$ cat src/rtl/apb_ucpd_tx_sched.sv
// UCPD transmit scheduler: arbitrates message and hard-reset requests and walks the
// clock generator through interframe gap, transition window and BMC phases.
module apb_ucpd_tx_sched #(
    parameter int unsigned TO_HBITS = 1023
) (
    input  logic ic_clk,
    input  logic ic_rst_n,
    input  logic ucpd_en,
    input  logic tx_send,
    input  logic tx_hrst_req,
    input  logic rx_active,
    input  logic ifrgap_en,
    input  logic transwin_en,
    input  logic hbit_clk_red,
    input  logic tx_eop_cmplt,
    input  logic tx_sop_rst_cmplt,
    output logic wait_en,
    output logic transmit_en,
    output logic bmc_en,
    output logic tx_hrst,
    output logic tx_busy,
    output logic txmsgsent,
    output logic txmsgdisc,
    output logic txmsgabt,
    output logic hrstsent,
    output logic hrstdisc
);

    typedef enum logic [1:0] {
        IDLE = 2'd0,
        GAP  = 2'd1,
        WIN  = 2'd2,
        BMC  = 2'd3
    } state_t;

    typedef enum logic {
        KIND_MSG  = 1'b0,
        KIND_HRST = 1'b1
    } kind_t;

    localparam logic [9:0] WDOG_LAST = 10'(TO_HBITS - 1);

    state_t     state;
    state_t     state_nxt;
    kind_t      kind;
    kind_t      kind_nxt;
    logic       msg_pend;
    logic       hrst_pend;
    logic       msg_take;
    logic       hrst_take;
    logic [9:0] wdog_cnt;
    logic [9:0] wdog_nxt;
    logic       wdog_hit;
    logic       sent_nxt;
    logic       disc_nxt;
    logic       abt_nxt;
    logic       hsent_nxt;
    logic       hdisc_nxt;

    // Requests are single-cycle pulses latched into pend flags; strobes from the
    // clock generator and encoder are sampled only in the state that waits on them.
    assign wdog_hit = hbit_clk_red && (wdog_cnt == WDOG_LAST);

    always_comb begin
        state_nxt = state;
        kind_nxt  = kind;
        wdog_nxt  = wdog_cnt;
        msg_take  = 1'b0;
        hrst_take = 1'b0;
        sent_nxt  = 1'b0;
        disc_nxt  = 1'b0;
        abt_nxt   = 1'b0;
        hsent_nxt = 1'b0;
        hdisc_nxt = 1'b0;
        if (!ucpd_en) begin
            state_nxt = IDLE;
            kind_nxt  = KIND_MSG;
            wdog_nxt  = '0;
        end else begin
            case (state)
                IDLE: begin
                    wdog_nxt = '0;
                    if (hrst_pend) begin
                        state_nxt = GAP;
                        kind_nxt  = KIND_HRST;
                        hrst_take = 1'b1;
                    end else if (msg_pend) begin
                        msg_take = 1'b1;
                        if (rx_active) begin
                            disc_nxt = 1'b1;
                        end else begin
                            state_nxt = GAP;
                            kind_nxt  = KIND_MSG;
                        end
                    end
                end
                GAP: begin
                    // A message yields to a pending hard reset, which reuses the gap.
                    if (kind == KIND_MSG && hrst_pend) begin
                        disc_nxt  = 1'b1;
                        kind_nxt  = KIND_HRST;
                        hrst_take = 1'b1;
                    end else if (kind == KIND_MSG && rx_active) begin
                        disc_nxt  = 1'b1;
                        state_nxt = IDLE;
                    end else if (ifrgap_en) begin
                        state_nxt = WIN;
                    end
                end
                WIN: begin
                    if (transwin_en) begin
                        state_nxt = BMC;
                        wdog_nxt  = '0;
                    end
                end
                BMC: begin
                    if (hbit_clk_red) begin
                        wdog_nxt = wdog_cnt + 10'd1;
                    end
                    if (kind == KIND_HRST) begin
                        if (tx_sop_rst_cmplt) begin
                            hsent_nxt = 1'b1;
                            state_nxt = IDLE;
                        end else if (wdog_hit) begin
                            hdisc_nxt = 1'b1;
                            state_nxt = IDLE;
                        end
                    end else begin
                        // Completion beats a late hard reset; that one starts from IDLE.
                        if (tx_eop_cmplt) begin
                            sent_nxt  = 1'b1;
                            state_nxt = IDLE;
                        end else if (hrst_pend) begin
                            abt_nxt   = 1'b1;
                            kind_nxt  = KIND_HRST;
                            hrst_take = 1'b1;
                            state_nxt = GAP;
                        end else if (wdog_hit) begin
                            abt_nxt   = 1'b1;
                            state_nxt = IDLE;
                        end
                    end
                end
                default: state_nxt = IDLE;
            endcase
        end
    end

    always_ff @(posedge ic_clk or negedge ic_rst_n) begin
        if (!ic_rst_n) begin
            state       <= IDLE;
            kind        <= KIND_MSG;
            wdog_cnt    <= '0;
            msg_pend    <= 1'b0;
            hrst_pend   <= 1'b0;
            wait_en     <= 1'b0;
            transmit_en <= 1'b0;
            bmc_en      <= 1'b0;
            tx_hrst     <= 1'b0;
            txmsgsent   <= 1'b0;
            txmsgdisc   <= 1'b0;
            txmsgabt    <= 1'b0;
            hrstsent    <= 1'b0;
            hrstdisc    <= 1'b0;
        end else begin
            state       <= state_nxt;
            kind        <= kind_nxt;
            wdog_cnt    <= wdog_nxt;
            msg_pend    <= ucpd_en && ((msg_pend && !msg_take) || tx_send);
            hrst_pend   <= ucpd_en && ((hrst_pend && !hrst_take) || tx_hrst_req);
            wait_en     <= (state_nxt == GAP);
            transmit_en <= (state_nxt == WIN) || (state_nxt == BMC);
            bmc_en      <= (state_nxt == BMC);
            tx_hrst     <= ((state_nxt == WIN) || (state_nxt == BMC)) && (kind_nxt == KIND_HRST);
            txmsgsent   <= sent_nxt;
            txmsgdisc   <= disc_nxt;
            txmsgabt    <= abt_nxt;
            hrstsent    <= hsent_nxt;
            hrstdisc    <= hdisc_nxt;
        end
    end

    assign tx_busy = (state != IDLE) || msg_pend || hrst_pend;

endmodule

$ cat config.mk
export PLATFORM = sky130hd
export DESIGN_NAME = apb_ucpd_tx_sched
export DESIGN_NICKNAME = d
export VERILOG_FILES = /design/src/rtl/apb_ucpd_tx_sched.sv
export SDC_FILE = /design/constraint.sdc
export NUM_CORES = 1
export LEC_CHECK = 0
export ABC_AREA = 1
export CORE_MARGIN = 10
export CORE_UTILIZATION = 40
export DETAILED_ROUTE_END_ITERATION = 7
export PLACE_DENSITY = 0.59
export SYNTH_ARGS = -nofsm -noshare
export SYNTH_HDL_FRONTEND = slang
export SYNTH_SLANG_ARGS = --single-unit
$ cat constraint.sdc
create_clock -name ic_clk -period 4 [get_ports ic_clk]
set_input_delay 0.8 -clock ic_clk [delete_from_list [all_inputs] [get_ports ic_clk]]
set_output_delay 0.8 -clock ic_clk [all_outputs]
set_load 0.05 [all_outputs]
==> results.json <==
{
  "status": "finished clean",
  "synthMuxAreaShare": 0,
  "utilization": 0.499,
  "post-synth-top-count-cell": "nand2_1",
  "hold_viol": 0,
  "synth_compound_area_frac": 0.0963,
  "max_freq_mhz": 331,
  "yosys.area.top_type": "dfrtp_1",
  "cts_tree": "yes",
  "antenna_left": 0,
  "ys_seq_area_frac": 0.432,
  "viasPerCell": 4.78,
  "synthTopCellsByCount": "nand2_1 (34), inv_1 (26), nor2_1 (26)",
  "synth_edf_count": 0,
  "fin_tns_setup_ns": 0,
  "holdPathStages": 2,
  "layout_setup_ws_ns": 0.979,
  "synth_warnings": 0,
  "die_height_um": 79.0,
  "setup_viol": 0,
  "skew_ns": 0.0146,
  "syn_area_per_cell_um2": 7.99,
  "grt_overflow": 0,
  "diodes": 0,
  "path_max_fanout": 5,
  "drt_wl_total_mm": 2.98,
  "area_growth_pct": 19.7,
  "critPathMaxStageDelay_ns": 0.70,
  "cts.sinks": 24,
  "synthArstFlopShare": 1.00,
  "slowest_stage": "clkdlybuf4s50_1",
  "clock_path_buffers": 2,
  "first_pass_iters": 4,
  "min_path_type": "reg -> reg",
  "ctsHtreeMaxLevel": 1,
  "final_cell_area_um2": 1660,
  "synth_top_family_by_area": "simple AND/OR/NAND/NOR gates",
  "r2r-start": "state[0]$_DFF_PN0_",
  "grt_pass1_vias": 1172,
  "grt_max_degree": 25,
  "synth_nets": 191,
  "worstPathRequired_ns": 3.20,
  "drt_iter0_drc": 104,
  "worstSkewPairLatency_ns": 0.31,
  "peakVddDrop_mv": 0.295,
  "rsz0062_at_grt": "no",
  "placed_area_um2": 1630,
  "grt_usage": 0.101,
  "drv_slew": 0,
  "synth_fa_ha_area_frac": 0.0540,
  "clkTransAtPathRegs_ns": 0.13,
  "io_pins": 21,
  "reg2reg_depth": 9,
  "fin_nets": 215,
  "cts_made_buffers": 3,
  "ys_seq_elements": 24,
  "worstMarginPinSlew_ns": 1.07,
  "fillCellCount": 342,
  "period_needed_ns": 3.02,
  "crit_type": "reg -> out",
  "synth_simple_gate_area_frac": 0.318,
  "hold_end": "wdog_cnt[9]$_DFFE_PN0P_",
  "dp_slack_ns": 1.32,
  "postCtsSetupRepairBufs": 0,
  "postSynthCellCount": 174,
  "drive_gt1_frac": 0.0863,
  "drc_errors": 0,
  "end_kind": "output pin",
  "worst_r2r_endpoint": "wdog_cnt[5]$_DFFE_PN0P_",
  "min_from": "wdog_cnt[9]$_DFFE_PN0P_",
  "fin_crit_sh": 0.755,
  "die_width_um": 79.0,
  "power.density_nw_per_um2": 501,
  "synthTopCellsByArea": "dfrtp_1 (43%), nand2_1 (9.2%), inv_1 (7.0%)",
  "grt_pass1_wl_mm": 5.22,
  "cts_hold_buf": 0,
  "initial_core_util": 0.417,
  "wire_per_inst_um": 12.3,
  "leakage_nw": 0.818,
  "synth_top_area_share": 0.432,
  "fp.dieArea_um2": 6230,
  "arrival_ns": 2.22,
  "cts_root_buf": "clkbuf_4",
  "row_count": 21,
  "antenna_found_initial": 0,
  "r2r_setup_slack_ns": 2.14,
  "dp_hpwl_mm": 2.36,
  "ys_types": 26,
  "max_cap_viol_count": 0,
  "netlist_area_um2": 1390,
  "synth_xor_area_frac": 0.00630,
  "cts_resized": 0,
  "io_buffer_count": 20,
  "core_area_um2": 3340,
  "critPathLaunchType": "flop",
  "relSlewSlack": 0.282,
  "ys.flop_type": "dfrtp_1",
  "vias": 1161,
  "crit_chain": "inv_1, ha_1, nand2_1, or2_2, clkdlybuf4s50_1",
  "globalplace.congestion": 0.941
}
[cell families (layout without fill, tap and decap cells)]
kind of cell    after synthesis  after routing
buf+inv                      29             52
flops                        24             24
xor+xnor                      1              1
compound gates               25             25
fa+ha+maj                     6              6
simple gates                 89             89
[state kept, by name (all words and copies together) (netlist names)]
name,flops
bmc_en,1
hrst_pend,1
hrstdisc,1
hrstsent,1
kind,1
msg_pend,1
state,2
transmit_en,1
tx_hrst,1
txmsgabt,1
txmsgdisc,1
txmsgsent,1
wait_en,1
wdog_cnt,10
[area by class of cell]
type                       count  area [um2]  share of cell area
clock buffer                   4        36.3              0.0218
inverter                      28         110              0.0662
multi-input combinational    121         659               0.396
sequential                    24         601               0.361
tap                           46        57.6              0.0346
timing repair buffer          20         200               0.120
[per-stage QoR]
step	hold WS [ns]	instances	power, mW
6_report	0.503	243	0.834
3_3_place_gp	0.476	239	0.708
3_5_place_dp	0.480	239	0.711
2_1_floorplan	0.455	174	0.622
4_1_cts	0.512	243	0.841
5_1_grt	0.551	243	0.904
[power by group]
group          internal (mW)  switching [mW]  total [mW]  leakage (nW)
clock                 0.0556          0.0690       0.125        0.0210
sequential             0.272          0.0214       0.293         0.328
combinational          0.137           0.279       0.417         0.468
total                  0.465           0.370       0.834         0.818
[metal layers]
metal,vias to the layer above,track usage,part of all wire
met3,4,0.0394,0.061
li1,600,-,-
met1,529,0.115,0.44
met4,0,0.0305,0.012
met5,-,0,0
met2,28,0.171,0.48
[worst max-delay path, delay by kind of cell (launching register included)]
kind          cells  cell delay, ns
fa+ha+maj         1            0.25
buf+inv           2            0.84
simple gates      2            0.38
flops             1            0.45
[worst max path at each step]
stage                        from      end  depth (start not counted)
2_1_floorplan  state[0]$_DFF_PN0_  tx_busy                          4
3_3_place_gp   state[0]$_DFF_PN0_  tx_busy                          5
3_5_place_dp   state[0]$_DFF_PN0_  tx_busy                          5
4_1_cts        state[0]$_DFF_PN0_  tx_busy                          5
5_1_grt        state[0]$_DFF_PN0_  tx_busy                          5
6_report       state[0]$_DFF_PN0_  tx_busy                          5
[layout by cell type (no fill, tap or decap)]
| cell | n |
|---|---|
| nand4_1 | 1 |
| clkdlybuf4s50_1 | 20 |
| nor3b_1 | 3 |
| nand3_4 | 1 |
| nand2_4 | 2 |
| a211oi_1 | 1 |
| o21ai_1 | 1 |
| inv_1 | 26 |
| dfrtp_1 | 24 |
| nor2_1 | 26 |
| clkbuf_4 | 3 |
| nand2_1 | 34 |
| o21ai_0 | 9 |
| xor2_1 | 1 |
| nor4_1 | 1 |
| nand3_1 | 12 |
| nor2b_4 | 1 |
| a21oi_1 | 9 |
| nand3_2 | 1 |
| nor2_2 | 2 |
| inv_4 | 2 |
| ha_1 | 6 |
| o22ai_1 | 1 |
| or2_2 | 1 |
| clkbuf_8 | 1 |
| nor3_1 | 1 |
| a31oi_1 | 4 |
| nor2_4 | 3 |
Note: power is estimated with default switching activity, not from simulation.
